==> src/rtl/cp0_pkg.sv <==
// ============================================================================
// Module : cp0_pkg
// Brief  : CP0 register numbers, exception codes, field positions, reset values
// Rev    : 1.0  initial release
// ============================================================================
`default_nettype none

package cp0_pkg;

    typedef enum logic [4:0] {
        CP0_BADVADDR = 5'd8,
        CP0_COUNT    = 5'd9,
        CP0_COMPARE  = 5'd11,
        CP0_STATUS   = 5'd12,
        CP0_CAUSE    = 5'd13,
        CP0_EPC      = 5'd14,
        CP0_PRID     = 5'd15,
        CP0_CONFIG   = 5'd16
    } cp0_reg_e;

    // Classifier excepttype codes
    localparam logic [31:0] c_et_none = 32'h0000_0000;
    localparam logic [31:0] c_et_int  = 32'h0000_0001;
    localparam logic [31:0] c_et_adel = 32'h0000_0004;
    localparam logic [31:0] c_et_ades = 32'h0000_0005;
    localparam logic [31:0] c_et_sys  = 32'h0000_0008;
    localparam logic [31:0] c_et_bp   = 32'h0000_0009;
    localparam logic [31:0] c_et_ri   = 32'h0000_000A;
    localparam logic [31:0] c_et_ov   = 32'h0000_000C;
    localparam logic [31:0] c_et_eret = 32'h0000_000E;

    localparam logic [4:0]  c_exccode_int = 5'h00;

    // Status / Cause field positions
    localparam int c_st_ie     = 0;
    localparam int c_st_exl    = 1;
    localparam int c_ca_bd     = 31;
    localparam int c_ca_ti     = 30;
    localparam int c_ca_ip_lo  = 8;
    localparam int c_ca_exc_lo = 2;

    localparam logic [31:0] c_status_rst   = 32'h0040_0000;
    localparam logic [31:0] c_status_wmask = 32'h0000_FF03;

    // Interrupts report ExcCode 0 although the classifier tags them with 01
    function automatic logic [4:0] exccode_of(input logic [31:0] et);
        return (et == c_et_int) ? c_exccode_int : et[4:0];
    endfunction

endpackage

`default_nettype wire

==> src/rtl/cp0_timer.sv <==
// ============================================================================
// Module : cp0_timer
// Brief  : Count/Compare timer, Count advancing every second cycle
// Rev    : 1.0  initial release
// ============================================================================
`default_nettype none

module cp0_timer
    import cp0_pkg::*;
(
    input  logic        clk,
    input  logic        resetn,
    input  logic        i_count_we,
    input  logic        i_compare_we,
    input  logic [31:0] i_wdata,
    output logic [31:0] o_count,
    output logic [31:0] o_compare,
    output logic        o_timer_int
);

    logic        r_tick;
    logic [31:0] r_count;
    logic [31:0] r_compare;
    logic        r_timer_int;
    logic        w_match;

    assign w_match = (r_count == r_compare) && (r_compare != 32'd0);

    always_ff @(posedge clk or negedge resetn) begin
        if (!resetn) begin
            r_tick      <= 1'b0;
            r_count     <= 32'd0;
            r_compare   <= 32'd0;
            r_timer_int <= 1'b0;
        end else begin
            r_tick <= ~r_tick;
            if (i_count_we) begin
                r_count <= i_wdata;
            end else if (r_tick) begin
                r_count <= r_count + 32'd1;
            end
            if (i_compare_we) begin
                r_compare <= i_wdata;
            end
            // Writing Compare is the only acknowledge of a pending timer
            if (i_compare_we) begin
                r_timer_int <= 1'b0;
            end else if (w_match) begin
                r_timer_int <= 1'b1;
            end
        end
    end

    assign o_count     = r_count;
    assign o_compare   = r_compare;
    assign o_timer_int = r_timer_int;

endmodule

`default_nettype wire

==> src/rtl/cp0_regfile.sv <==
// ============================================================================
// Module : cp0_regfile
// Brief  : MIPS CP0 register file: exception capture, eret, timer, mfc0/mtc0
// Rev    : 1.0  initial release
// ============================================================================
`default_nettype none

module cp0_regfile
    import cp0_pkg::*;
#(
    parameter logic [31:0] EXC_VECTOR = 32'hBFC0_0380,
    parameter logic [31:0] PRID_VAL   = 32'h0042_8000,
    parameter logic [31:0] CONFIG_VAL = 32'h8000_0000
) (
    input  logic        clk,
    input  logic        resetn,
    input  logic        we_i,
    input  logic [4:0]  waddr_i,
    input  logic [31:0] wdata_i,
    input  logic [4:0]  raddr_i,
    input  logic [5:0]  int_i,
    input  logic [31:0] excepttype_i,
    input  logic [31:0] pc_i,
    input  logic        in_delayslot_i,
    input  logic [31:0] bad_addr_i,
    output logic [31:0] rdata_o,
    output logic [31:0] status_o,
    output logic [31:0] cause_o,
    output logic [31:0] epc_o,
    output logic [31:0] badvaddr_o,
    output logic        timer_int_o,
    output logic        flush_o,
    output logic [31:0] newpc_o
);

    logic [31:0] r_status;
    logic        r_cause_bd;
    logic [7:0]  r_cause_ip;
    logic [4:0]  r_cause_exccode;
    logic [31:0] r_epc;
    logic [31:0] r_badvaddr;

    logic        w_wr_count;
    logic        w_wr_compare;
    logic        w_wr_status;
    logic        w_wr_cause;
    logic        w_wr_epc;
    logic        w_exc;
    logic        w_eret;
    logic        w_addr_exc;
    logic [31:0] w_count;
    logic [31:0] w_compare;
    logic        w_timer_int;
    logic [31:0] w_cause;
    logic [31:0] w_exc_epc;

    assign w_wr_count   = we_i && (waddr_i == CP0_COUNT);
    assign w_wr_compare = we_i && (waddr_i == CP0_COMPARE);
    assign w_wr_status  = we_i && (waddr_i == CP0_STATUS);
    assign w_wr_cause   = we_i && (waddr_i == CP0_CAUSE);
    assign w_wr_epc     = we_i && (waddr_i == CP0_EPC);

    assign w_eret     = (excepttype_i == c_et_eret);
    assign w_exc      = (excepttype_i != c_et_none) && !w_eret;
    assign w_addr_exc = (excepttype_i == c_et_adel) || (excepttype_i == c_et_ades);
    assign w_exc_epc  = in_delayslot_i ? (pc_i - 32'd4) : pc_i;

    cp0_timer u_timer (
        .clk          (clk),
        .resetn       (resetn),
        .i_count_we   (w_wr_count),
        .i_compare_we (w_wr_compare),
        .i_wdata      (wdata_i),
        .o_count      (w_count),
        .o_compare    (w_compare),
        .o_timer_int  (w_timer_int)
    );

    // mtc0 updates come first so the exception/eret assignments below override them
    always_ff @(posedge clk or negedge resetn) begin
        if (!resetn) begin
            r_status        <= c_status_rst;
            r_cause_bd      <= 1'b0;
            r_cause_ip      <= 8'd0;
            r_cause_exccode <= 5'd0;
            r_epc           <= 32'd0;
            r_badvaddr      <= 32'd0;
        end else begin
            r_cause_ip[7:2] <= {int_i[5] | w_timer_int, int_i[4:0]};
            if (w_wr_cause) begin
                r_cause_ip[1:0] <= wdata_i[9:8];
            end
            if (w_wr_status) begin
                r_status <= (r_status & ~c_status_wmask) | (wdata_i & c_status_wmask);
            end
            if (w_wr_epc) begin
                r_epc <= wdata_i;
            end
            if (w_exc) begin
                r_status[c_st_exl] <= 1'b1;
                r_cause_exccode    <= exccode_of(excepttype_i);
                // Nested exceptions keep the original return point
                if (!r_status[c_st_exl]) begin
                    r_epc      <= w_exc_epc;
                    r_cause_bd <= in_delayslot_i;
                end
                if (w_addr_exc) begin
                    r_badvaddr <= bad_addr_i;
                end
            end else if (w_eret) begin
                r_status[c_st_exl] <= 1'b0;
            end
        end
    end

    assign w_cause = {r_cause_bd, w_timer_int, 14'd0, r_cause_ip, 1'b0,
                      r_cause_exccode, 2'b00};

    always_comb begin
        rdata_o = 32'd0;
        case (raddr_i)
            CP0_BADVADDR: rdata_o = r_badvaddr;
            CP0_COUNT:    rdata_o = w_count;
            CP0_COMPARE:  rdata_o = w_compare;
            CP0_STATUS:   rdata_o = r_status;
            CP0_CAUSE:    rdata_o = w_cause;
            CP0_EPC:      rdata_o = r_epc;
            CP0_PRID:     rdata_o = PRID_VAL;
            CP0_CONFIG:   rdata_o = CONFIG_VAL;
            default:      rdata_o = 32'd0;
        endcase
    end

    // eret forwards a same-cycle mtc0 to EPC so the redirect sees the new value
    always_comb begin
        newpc_o = 32'd0;
        if (w_exc) begin
            newpc_o = EXC_VECTOR;
        end else if (w_eret) begin
            newpc_o = w_wr_epc ? wdata_i : r_epc;
        end
    end

    assign flush_o     = |excepttype_i;
    assign status_o    = r_status;
    assign cause_o     = w_cause;
    assign epc_o       = r_epc;
    assign badvaddr_o  = r_badvaddr;
    assign timer_int_o = w_timer_int;

endmodule

`default_nettype wire

==> config.mk <==
export PLATFORM = sky130hd
export DESIGN_NAME = cp0_regfile
export DESIGN_NICKNAME = d
export VERILOG_FILES = /design/src/rtl/cp0_pkg.sv /design/src/rtl/cp0_timer.sv /design/src/rtl/cp0_regfile.sv
export SDC_FILE = /design/constraint.sdc
export NUM_CORES = 1
export LEC_CHECK = 0
export BUFFER_PORTS_ARGS = -buffer_cell sky130_fd_sc_hd__buf_2
export CELL_PAD_IN_SITES_DETAIL_PLACEMENT = 2
export CELL_PAD_IN_SITES_GLOBAL_PLACEMENT = 2
export CORE_MARGIN = 1
export CORE_UTILIZATION = 25
export DETAILED_ROUTE_END_ITERATION = 10
export PLACE_DENSITY = 0.71
export REMOVE_ABC_BUFFERS = 1
export SLEW_MARGIN = 10
export SYNTH_ARGS = -nofsm -noshare
export SYNTH_HDL_FRONTEND = slang
export SYNTH_SLANG_ARGS = --single-unit
export TNS_END_PERCENT = 20
==> constraint.sdc <==
create_clock -name clk -period 2.3 [get_ports clk]
set_clock_uncertainty 0.2 [all_clocks]
set_input_delay 0.115 -clock clk [delete_from_list [all_inputs] [get_ports clk]]
set_output_delay 0.115 -clock clk [all_outputs]
set_load 0.1 [all_outputs]
## Word level (Yosys, flattened, before mapping)

Index checks and enable logic that the tools add are counted.

| storage, ports and cells | value |
|---|---|
| register bits | 176 |
| bits of input ports | 148 |

| cells by class | value |
|---|---|
| add/subtract/negate cells | 2 |
| eq/ne operators | 18 |
| multiplexer cells | 15 |
| bitwise gates (word level) | 4 |
| reduce and logical (&&, ||, !) cells | 17 |

Operator list:

| cell | count |
|---|---|
| 32-bit two-way mux | 8 |
| 32-bit case mux with 8 select lines | 1 |
| 32-bit by 3-bit equality test with 1-bit output (second input constant) | 2 |
| 32-bit nonzero test | 2 |
| 5-bit by 4-bit equality test with 1-bit output (second input constant) | 12 |
| 32-bit by 1-bit adder with 32-bit output (second input constant) | 1 |
| 32-bit by 1-bit equality test with 1-bit output (second input constant) | 1 |
| 32-bit equality test | 1 |
| 32-bit by 4-bit equality test with 1-bit output (second input constant) | 1 |
| 32-bit by 16-bit OR with 32-bit output | 1 |
| 32-bit OR reduction | 1 |
| 32-bit by 3-bit subtractor with 32-bit output (second input constant) | 1 |
| 1-bit logical AND | 7 |
| 5-bit equality test (second input constant) | 1 |
| 5-bit two-way mux | 1 |
| 1-bit two-way mux | 4 |
| 2-bit AND reduction | 2 |
| 2-bit nonzero test | 2 |
| 3-bit nonzero test | 1 |
| 2-bit two-way mux | 1 |
| 1-bit NOT | 2 |
| 1-bit logical NOT | 1 |
| 1-bit logical OR | 1 |
| 1-bit OR | 1 |

## Longest topological paths before layout

Gate-level depths: netlist of the first run.

| depth | value |
|---|---|
| depth after elaboration | 5 |
| gate-level depth with buffers | 7 |
| mapped depth without buffers | 7 |

## Cells and area by module

Synthesis of the first run repeated with hierarchy kept, for this count alone.

| unflattened totals | value |
|---|---|
| cells, all modules | 919 |
| area, all modules | 9472.8 µm² |

Modules (own cells, without submodules):

| module | instances | cells an instance | area an instance (µm²) | seq. area each (µm²) |
|---|---|---|---|---|
| cp0_regfile | 1 | 561 | 5820.6 | 2202.1 |
| cp0_timer | 1 | 358 | 3652.3 | 1651.6 |

## Least setup slack after synthesis of the first run

OpenSTA, ideal clock, no wires.

| timing path | value |
|---|---|
| path kind | input port to output port |
| start point | input port excepttype_i[6] |
| end point | output port newpc_o[22] |
| arrival time | 3.266 ns |
| required time | 1.985 ns |
| path slack | -1.281 ns |
| cell stages on the path | 6 |
| path buffers | 1 |
| cell sequence | nor4_1 > nand4b_1 > nor2_1 > nand2_1 > clkbuf_1 > o21ai_0 |

| on the way | value |
|---|---|
| cells in the longest elaborated chain, start to end | 4 |

RTL lines:

| what | line | RTL |
|---|---|---|
| start: declaration | cp0_regfile.sv:22 | `input logic [31:0] excepttype_i,` |
| 32-bit by 4-bit equality test with 1-bit output | cp0_regfile.sv:63 | `assign w_eret = (excepttype_i == c_et_eret);` |
| 1-bit logical NOT | cp0_regfile.sv:64 | `assign w_exc = (excepttype_i != c_et_none) && !w_eret;` |
| 1-bit logical AND | cp0_regfile.sv:64 |  |
| 32-bit two-way mux * | cp0_regfile.sv:137 | `if (w_exc) begin` |
| end: declaration | cp0_regfile.sv:33 | `output logic [31:0] newpc_o` |

Every way passes the cells marked *; elsewhere a longest branch is shown, timed or not.

## Worst setup path in the final report of the first run

| timing path | value |
|---|---|
| start point | input port excepttype_i[6] |
| end point | register r_epc[0], in the netlist epc_o[0] |

| on the way | value |
|---|---|
| cells in the longest elaborated chain, start to end | 4 |

RTL lines:

| what | line | RTL |
|---|---|---|
| 32-bit by 4-bit equality test with 1-bit output | cp0_regfile.sv:63 |  |
| 1-bit logical NOT | cp0_regfile.sv:64 |  |
| 1-bit logical AND * | cp0_regfile.sv:64 |  |
| 32-bit two-way mux * | cp0_regfile.sv:99 | `if (w_exc) begin` |
| end signal: assignment | cp0_regfile.sv:97 | `r_epc <= wdata_i;` |
| end signal: assignment | cp0_regfile.sv:104 | `r_epc <= w_exc_epc;` |
| end: declaration | cp0_regfile.sv:40 | `logic [31:0] r_epc;` |

Marked as above.
A chain may end at the register's enable or synchronous reset.

==> results_dict.tcl, run 1 <==
set metrics [dict create \
    n_fill_cell 3738 \
    drt_iter0_drc 393 \
    cts_max_level 4 \
    die_w_um 192.9 \
    ys_types 54 \
    synth_edf_count 0 \
    setup_viol 0 \
    yosys_warnings 0 \
    numCtsBuffers 17 \
    dr.pass1.iters 8 \
    setup_slack_ns 0.04160 \
    drive_gt1_share_pct 37.62 \
    worstPathRequired_ns 2.43 \
    area_growth_pct 58.70 \
    ys.flop_type "dfrtp_1" \
    syn_area_per_cell_um2 10.52 \
    synthMuxAreaShare_pct 17.14 \
    maxSlewHeadroom_pct 38.88 \
    outcome "complete, but fails checks" \
    io_pins 342 \
    fp.dieArea_mm2 0.03722 \
    finalCriticalPeriod_ns 2.258 \
    gp_congestion 0.8811 \
    worst_pin_slew_ns 0.9138 \
    rows 69 \
    fp.coreArea_mm2 0.03574 \
    finalHoldViolations 0 \
    violations "design-rule violations" \
    wl_per_cell_um 24.37 \
    ys_seq_area_share_pct 42.29 \
    final_common_cell "buf_2" \
    dp.final_hpwl_um 31200 \
    synth_adder_area_share_pct 0.2746 \
    drv_cap 0 \
    drcViolationCount 22 \
    final_util_pct 40.46 \
    cts.sinks 154 \
    place_area_mm2 0.01235 \
    nets 1474 \
    hold_slack_ns 0.007532 \
    antennaDiodeCount 0 \
    fmax_ghz 0.4428 \
    tritoncts "yes" \
    cp_max_fo 14 \
    track_usage_pct 23.54 \
    initial_core_util_pct 25.50 \
    port_buffers 302 \
    synth-xor-area-share_pct 8.843 \
    endpoint_kind "flop" \
    vias 8953 \
    cts_root_buf "clkbuf_16" \
    power_leakage_nw 6.181 \
    synth-seq-cells 154 \
    cp-start-kind "input pin" \
    hp-class "in -> reg" \
    slew_violations 0 \
    grt_pass1_vias 10140 \
    antenna_found_initial 0 \
    synth_compound_area_share_pct 9.941 \
    grt_pass1_wl_um 64400 \
    rsz0062_at_grt "yes" \
    fin_area_mm2 0.01446 \
    p_per_area_mw_per_mm2 760.9 \
    cp.arrival_ns 2.38 \
    place_ws_ns -0.008090 \
    ant_nets 0 \
    die_h_um 192.9 \
    path_clk_slew_ns 0.07 \
    ctsLongestPathBuffers 2 \
    overflow 0 \
    grt_max_degree 51 \
    netlist_instances 866 \
    min_period_over_period_pct 98.19 \
    wl_um 43810 \
    critPathKind "in -> reg" \
    syn_area_mm2 0.009112 \
    layout_common_cells "buf_2 (237), dfrtp_1 (153), dlygate4sd3_1 (134)" \
    peakVddDrop_uv 545.0 \
    synthArstFlopShare_pct 100.0 \
    via_per_inst 4.979 \
    synth-simple-area-share_pct 14.87 \
    synth_top_family_by_area "multiplexers" \
    insertion_delay_ns 0.45 \
]
[sequential cells by signal (all words and copies together), names as in the netlist, 5 cells and up]
name,count
badvaddr_o,32
epc_o,32
status_o,10
u_timer.o_count,32
u_timer.o_compare,32
r_cause_ip,8
r_cause_exccode,5
[per-layer routing]
metal / vias up / track usage (%) / wire length [um]
li1: 4005 / - / -
met1: 4619 / 28.81 / 18550
met2: 263 / 41.01 / 22110
met3: 66 / 4.619 / 2003
met4: 0 / 8.053 / 1146
met5: - / 0 / 0
[cells by family after synthesis]
family                     after synthesis
DFF                                    154
buffers and inverters                   98
xor gates and xnor gates                92
other                                    2
muxes                                  146
adders and majority gates                2
AOI/OAI and AO/OA                      126
and+or+nand+nor                        246
[metrics by stage]
stage | setup TNS, ns | power, mW | std cells
floorplan | -265.85 | 6.397 | 812
global placement | 0 | 7.537 | 1631
detailed placement | -0.008090 | 7.630 | 1631
CTS | 0 | 11.05 | 1798
global route | -0.08349 | 11.42 | 1798
finish | 0 | 11.00 | 1798
[final cells by class]
class / count / area, um2 / area share, %
Clock inverter: 14 / 195.2 / 1.350
Clock buffer: 18 / 439.2 / 3.037
Multi-Input combinational cell: 651 / 4951 / 34.24
Tap cell: 461 / 576.8 / 3.989
Inverter: 7 / 26.28 / 0.1817
Sequential cell: 154 / 3855 / 26.66
Timing Repair Buffer: 493 / 4418 / 30.55
[Yosys cell counts (2+ instances only)]
| cell | number | area (um2) |
|---|---|---|
| dfrtp_1 | 154 | 3854 |
| mux2_2 | 72 | 810.8 |
| mux2i_1 | 66 | 660.6 |
| nand2_1 | 66 | 247.7 |
| xnor2_1 | 62 | 543.0 |
| buf_4 | 42 | 315.3 |
| nor2_1 | 38 | 142.6 |
| o21ai_0 | 36 | 180.2 |
| a22oi_1 | 35 | 262.8 |
| xor2_1 | 30 | 262.8 |
| nor4_1 | 27 | 168.9 |
| nand4_1 | 26 | 162.7 |
| clkbuf_1 | 25 | 93.84 |
| nand3_1 | 23 | 115.1 |
| nor3_1 | 18 | 90.09 |
| buf_2 | 14 | 70.07 |
| a221o_1 | 13 | 130.1 |
| a22o_1 | 13 | 113.9 |
| and3_1 | 11 | 68.82 |
| a222oi_1 | 8 | 80.08 |
| mux2_1 | 8 | 90.09 |
| o21ai_1 | 8 | 40.04 |
| buf_6 | 7 | 78.83 |
| inv_1 | 7 | 26.28 |
| nand4b_1 | 7 | 61.31 |
| nor3_2 | 4 | 40.04 |
| a21o_1 | 3 | 22.52 |
| a21oi_1 | 3 | 15.01 |
| nand2b_1 | 3 | 18.77 |
| nor3b_1 | 3 | 22.52 |
| o211ai_1 | 3 | 22.52 |
| or2_2 | 3 | 18.77 |
| and4_1 | 2 | 17.52 |
| clkbuf_2 | 2 | 10.01 |
| conb_1 | 2 | 7.510 |
| ha_1 | 2 | 25.02 |
| nand3b_1 | 2 | 15.01 |
| nor2b_1 | 2 | 12.51 |
[worst paths after layout]
check	slack (ns)	startpoint	cells after the start	end
max in group asynchronous	0.54	resetn	3	epc_o[30]
min	0.008	pc_i[5]	4	epc_o[7]
max reg2reg	0.07	u_timer.o_count[3]	6	u_timer.o_count[23]
max	0.04	excepttype_i[6]	10	epc_o[0]
min in group asynchronous	0.04	resetn	3	epc_o[27]
min reg2reg	0.33	badvaddr_o[23]	1	badvaddr_o[23]
[report_power, final]
group | total [mW] | switching (mW) | internal (mW)
clock | 3.16 | 1.30 | 1.85
combinational | 4.04 | 2.88 | 1.16
sequential | 3.80 | 0.644 | 3.16
total | 11.0 | 4.83 | 6.18
[what timing repair did]
item | 4_1_cts | 5_1_grt
pin swaps | 0 | 2
endpoints found under the setup margin | 1 | 31
resized for setup | 1 | 24
endpoints found under the hold margin | 306 | 0
hold buffers | 135 | 0
cloned | 0 | 0
setup buffers | 0 | 0
[worst max-delay path, stage by stage]
cell,delay (ns)
buf_2,0.10
nor4_1,0.35
nand4b_1,0.21
buf_4,0.19
nor3_4,0.23
buf_12,0.20
nor2_4,0.11
buf_12,0.18
mux2i_1,0.12
dlygate4sd3_1,0.56
No activity file was read; power rests on OpenSTA's default activity.
==> run 2, diff against run 1 <==
--- a/config.mk
+++ b/config.mk
@@ -8,6 +8,7 @@
 export BUFFER_PORTS_ARGS = -buffer_cell sky130_fd_sc_hd__buf_2
 export CELL_PAD_IN_SITES_DETAIL_PLACEMENT = 2
 export CELL_PAD_IN_SITES_GLOBAL_PLACEMENT = 2
+export CORE_ASPECT_RATIO = 0.75
 export CORE_MARGIN = 1
 export CORE_UTILIZATION = 25
 export DETAILED_ROUTE_END_ITERATION = 10
==> run 2 against run 1 <==
Against the previous run:
- the flow finishes with violations (negative hold slack)
- final area decreased by 0.48%
- flip-flop and latch count unchanged
- wire length decreased by 0.99%
- final cell count increased by 0.22%
- core utilization decreased by 0.36 points
- first-iteration DRC count increased by 17%
- fmax increased by 2.0%
- non-clock buffer count unchanged
- sequential share of layout area increased by 0.12 points
- via count decreased by 0.13%
- count of clock-buffer cells in the layout unchanged
- clock power decreased by 1%
==> results_dict.tcl, run 2 (synthesis results as in run 1) <==
set metrics [dict create \
    outcome "complete, but fails checks" \
    violations "negative hold slack" \
    cts_max_level 4 \
    tritoncts "yes" \
    place_inst 1637 \
    min_period_over_period_pct 96.30 \
    gp_congestion 0.8374 \
    dr.pass1.iters 5 \
    cp-start-kind "input pin" \
    antennaDiodeCount 0 \
    fp.dieArea_mm2 0.03723 \
    hp-class "in -> async" \
    layout_common_cells "buf_2 (237), dfrtp_1 (154), dlygate4sd3_1 (132)" \
    track_usage_pct 23.57 \
    worstPathRequired_ns 1.99 \
    drcViolationCount 0 \
    ctsLongestPathBuffers 2 \
    endpoint_kind "primary output" \
    insertion_delay_ns 0.45 \
    worst_pin_slew_ns 0.5726 \
    drive_gt1_share_pct 36.87 \
    cts_root_buf "clkbuf_16" \
    initial_core_util_pct 25.39 \
    cp_max_fo 15 \
    final_common_cell "buf_2" \
    finalCriticalPeriod_ns 2.215 \
    vias 8941 \
    ant_nets 0 \
    critPathKind "in -> out" \
    slew_violations 0 \
    fp.coreArea_mm2 0.03588 \
    peakVddDrop_uv 568.4 \
    rows 60 \
    die_w_um 222.5 \
    cp_slowest_stage_delay_ns 0.30 \
    overflow 0 \
    grt_max_degree 52 \
    hold_slack_ns -0.003683 \
    drv_cap 0 \
    crit_chain "buf_2 -> nor4_1 -> nand4_1 -> nor2_1 -> nand2_1 -> buf_4 -> buf_4 -> nor2_1 -> buf_12" \
    via_per_inst 4.962 \
    p_per_area_mw_per_mm2 761.3 \
    path_clk_slew_ns 0.07 \
    wl_um 43380 \
    cts.sinks 154 \
    setup_viol 0 \
    port_buffers 302 \
    die_h_um 167.3 \
    total_power_mw 10.96 \
    layout.cells.non_filler 1802 \
    fmax_ghz 0.4515 \
    grt_pass1_vias 10090 \
    power_leakage_nw 6.186 \
    cp_slowest_cell "nor4_1" \
    area_growth_pct 57.93 \
    maxSlewHeadroom_pct 61.74 \
    drt_iter0_drc 458 \
    numCtsBuffers 17 \
    io_pins 342 \
    grt_pass1_wl_um 65570 \
    antenna_found_initial 0 \
    dp.final_hpwl_um 31750 \
    wl_per_cell_um 24.07 \
    rsz0062_at_grt "yes" \
    nets 1474 \
    cp.arrival_ns 1.90 \
    finalHoldViolations 7 \
]
[run 2: cell count changes in the layout (fill, tap and decap cells not counted), sizes merged]
cell	delta
buf	+2
clkinvlp	-3
bufinv	-1
clkinv	-1
dlygate4sd3	-2
inv	+5
[run 2: worst paths after layout]
path	cells past startpoint	to	start	slack, ns
hold / removal	2	badvaddr_o[18]	resetn	-0.004
max in group asynchronous	3	u_timer.o_compare[6]	resetn	1.23
setup reg to reg	6	u_timer.o_count[25]	u_timer.o_count[8]	0.14
min in group clk	5	epc_o[8]	pc_i[7]	0.01
setup / recovery	9	newpc_o[2]	excepttype_i[10]	0.09
hold reg to reg	1	badvaddr_o[5]	badvaddr_o[5]	0.33
[run 2: final cells by class]
type	instances	area, um2
Fill cell	3784	21490
Clock buffer	18	439.2
Clock inverter	14	181.4
Tap cell	465	581.8
Sequential cell	154	3854
Inverter	7	26.28
Timing Repair Buffer	493	4434
Multi-Input combinational cell	651	4875
[run 2: layer usage]
layer  up-vias  routed length, um  GRT usage, %
met5         -                  0             0
met4         0                556         5.487
met3        35               1838         4.053
met2       238              20930         39.69
met1      4651              20060         31.43
li1       4017                  -             -
[run 2: per-stage QoR]
step	hold WS [ns]	setup WS (ns)	util (%)	TNS [ns]	cell area (um2)
finish	-0.003683	0.08509	40.10	0	14390
global route	0.03175	-0.05558	40.10	-0.2209	14390
CTS	0.006107	0.01548	39.99	0	14350
detailed placement	-0.07450	0.02747	34.58	0	12410
global placement	-0.07596	0.1201	34.58	0	12410
floorplan	-0.3806	-4.324	-	-265.85	8680
[run 2: where the power goes]
group | switching, mW | internal [mW]
clock | 1.36 | 1.77
combinational | 2.87 | 1.16
sequential | 0.645 | 3.16
total | 4.87 | 6.08
[run 2: worst max-delay path: cells and delay by family]
kind,cells,cell delay (ns)
buf+inv,4,0.72
simple gates,5,1.05
[run 2: timing repair]
item | CTS | global route
pin swaps | 0 | 2
cloned | 0 | 0
buffers inserted | 0 | 1
resized for setup | 1 | 10
hold buffers | 132 | 0
hold endpoints to repair | 306 | 0
endpoints found under the setup margin | 1 | 25
==> run 3, diff against run 2 <==
--- a/config.mk
+++ b/config.mk
@@ -9,10 +9,11 @@
 export CELL_PAD_IN_SITES_DETAIL_PLACEMENT = 2
 export CELL_PAD_IN_SITES_GLOBAL_PLACEMENT = 2
 export CORE_ASPECT_RATIO = 0.75
-export CORE_MARGIN = 1
+export CORE_MARGIN = 1.5
 export CORE_UTILIZATION = 25
 export DETAILED_ROUTE_END_ITERATION = 10
-export PLACE_DENSITY = 0.71
+export HOLD_SLACK_MARGIN = 0.1
+export PLACE_DENSITY_LB_ADDON = 0.1
 export REMOVE_ABC_BUFFERS = 1
 export SLEW_MARGIN = 10
 export SYNTH_ARGS = -nofsm -noshare
==> run 3 against run 2 <==
Against the previous run:
- the run now ends clean
- first-iteration DRC count rose by 7.6%
- die area grew 1.0%
- sequential power is essentially flat
==> results_dict.tcl, run 3 (synthesis results as in run 1) <==
set metrics [dict create \
    track_usage_pct 23.44 \
    insertion_delay_ns 0.46 \
    maxSlewHeadroom_pct 57.60 \
    seq_area_mm2 0.003856 \
    die_w_um 223.5 \
    seqPwrFrac_pct 34.5 \
    multi_input_area_mm2 0.004928 \
    gp_congestion 0.8075 \
    reg2reg_depth 7 \
    initial_core_util_pct 25.39 \
    slew_violations 0 \
    holdPathStages 4 \
    cp_max_fo 11 \
    cts.sinks 154 \
    ctsLongestPathBuffers 2 \
    path_clk_slew_ns 0.06 \
    grt_max_degree 64 \
    vias 9095 \
    p_per_area_mw_per_mm2 729.0 \
    overflow 0 \
    layout.cells.non_filler 1855 \
    rows 60 \
    fin_tns_setup_ns 0 \
    finalHoldViolations 0 \
    grt_pass1_wl_um 65410 \
    die_h_um 168.3 \
    fmax_ghz 0.4427 \
    outcome "completed" \
    switchingPower_mw 4.780 \
    hold_slack_ns 0.09052 \
    r2r-start "u_timer.o_count[0]" \
    numCtsBuffers 17 \
    cp_slowest_cell "dlygate4sd3_1" \
    p_comb_share_pct 38.5 \
    antenna_found_initial 2 \
    layout_common_cells "buf_2 (237), dlygate4sd3_1 (180), dfrtp_1 (152)" \
    rsz0062_at_grt "yes" \
    port_buffers 302 \
    cp_slowest_stage_delay_ns 0.58 \
    cts_root_buf "clkbuf_16" \
    io_pins 342 \
    worstPathRequired_ns 2.43 \
    grt_pass1_vias 9976 \
    peakVddDrop_uv 469.4 \
    finalCriticalPeriod_ns 2.259 \
    power_leakage_nw 6.381 \
    ant_nets 0 \
    r2r-end "u_timer.o_count[7]" \
    cp-start-kind "input pin" \
    critPathKind "in -> reg" \
    crit_path_frequent_cell "dlygate4sd3_1" \
    place_inst 1640 \
    min_period_over_period_pct 98.22 \
    drv_cap 0 \
    wl_per_cell_um 23.78 \
    fp.coreArea_mm2 0.03588 \
    min_to "u_timer.o_count[2]" \
    hp-class "in -> reg" \
    setup_viol 0 \
    hp-start "waddr_i[2]" \
    tritoncts "yes" \
    switching_share_pct 43.83 \
    drcViolationCount 0 \
    crit_chain "dlygate4sd3_1 -> buf_2 -> nor2_2 -> nand3_1 -> buf_6 -> nor4_4 -> xnor2_1 -> dlygate4sd3_1 -> mux2i_1" \
    dr.pass1.iters 5 \
    final_common_cell "buf_2" \
    n_fill_cell 3838 \
    drt_iter0_drc 493 \
    fp.dieArea_mm2 0.03762 \
    ff2ff_setup_slack_ns 0.08 \
    via_per_inst 4.903 \
    worst_pin_slew_ns 0.6339 \
    cp.arrival_ns 2.39 \
    endpoint_kind "flop" \
    nets 1528 \
    area_growth_pct 64.16 \
    wl_um 44110 \
    drive_gt1_share_pct 36.29 \
    cts_max_level 4 \
    p_int_mw 6.125 \
    dp.final_hpwl_um 31060 \
    clock_power_share_pct 27.0 \
]
-- run 3: cell types whose count changed in the layout (fill, tap and decap cells not counted), moves of 3 or more --
cell	before	now
inv_6	6	0
dlygate4sd3_1	132	180
buf_4	43	46
nor4_1	22	18
clkbuf_8	1	4
-- run 3: how the worst max path moves through the flow --
stage / end / start / depth (start not counted) / slack (ns)
floorplan: newpc_o[31] / waddr_i[4] / 4 / -4.32
global placement: newpc_o[7] / waddr_i[2] / 7 / 0.04
detailed placement: newpc_o[7] / waddr_i[2] / 7 / -0.07
CTS: epc_o[28] / pc_i[14] / 9 / 0.007
global route: epc_o[29] / pc_i[14] / 9 / -0.09
finish: epc_o[29] / pc_i[14] / 9 / 0.04
-- run 3: worst max-delay path: cells and delay by family --
kind                      cells  cell delay, ns
xor gates and xnor gates      1            0.17
and+or+nand+nor               3            0.55
buffers and inverters         4            1.45
muxes                         1            0.07
-- run 3: layout make-up --
cell class	count	share of cell area, %
repair buffers	547	33.32
flip-flops and latches	154	25.78
multi-input cells	651	32.95
clock inverters	7	0.6106
well taps	465	3.889
diodes	1	0.01673
clock buffers	23	3.262
inverters	7	0.1756
-- run 3: what timing repair did --
action                                  in CTS  in global routing
hold buffers                               181                  0
cloned                                       0                  1
endpoints found under the setup margin       1                 40
pin swaps                                    0                  3
gates resized for setup                      1                 23
endpoints found under the hold margin      307                  0
buffers inserted                             0                  2
-- run 3: power by group through the flow --
stage / clock network (mW) / logic [mW] / registers, mW
2_1_floorplan: 0 / 1.41 / 4.99
3_3_place_gp: 0 / 3.87 / 3.79
3_5_place_dp: 0 / 3.90 / 3.81
4_1_cts: 3.03 / 4.20 / 3.76
5_1_grt: 3.13 / 4.42 / 3.84
6_report: 2.94 / 4.19 / 3.77
-- run 3: layer usage --
metal	global-route usage, %	vias up	wire length, um
met4	5.787	2	526
met3	3.944	35	1686
met1	32.62	4714	20800
met2	37.74	220	21080
li1	-	4124	-
met5	0	-	12
-- run 3: stage by stage --
stage	total power, mW	setup slack, ns	util (%)	instance area, um2
6_report	10.91	0.04105	41.69	14960
5_1_grt	11.39	-0.09200	41.69	14960
4_1_cts	10.99	0.006659	41.34	14840
3_5_place_dp	7.709	-0.06984	34.64	12430
3_3_place_gp	7.657	0.04491	34.64	12430
2_1_floorplan	6.397	-4.324	-	8680
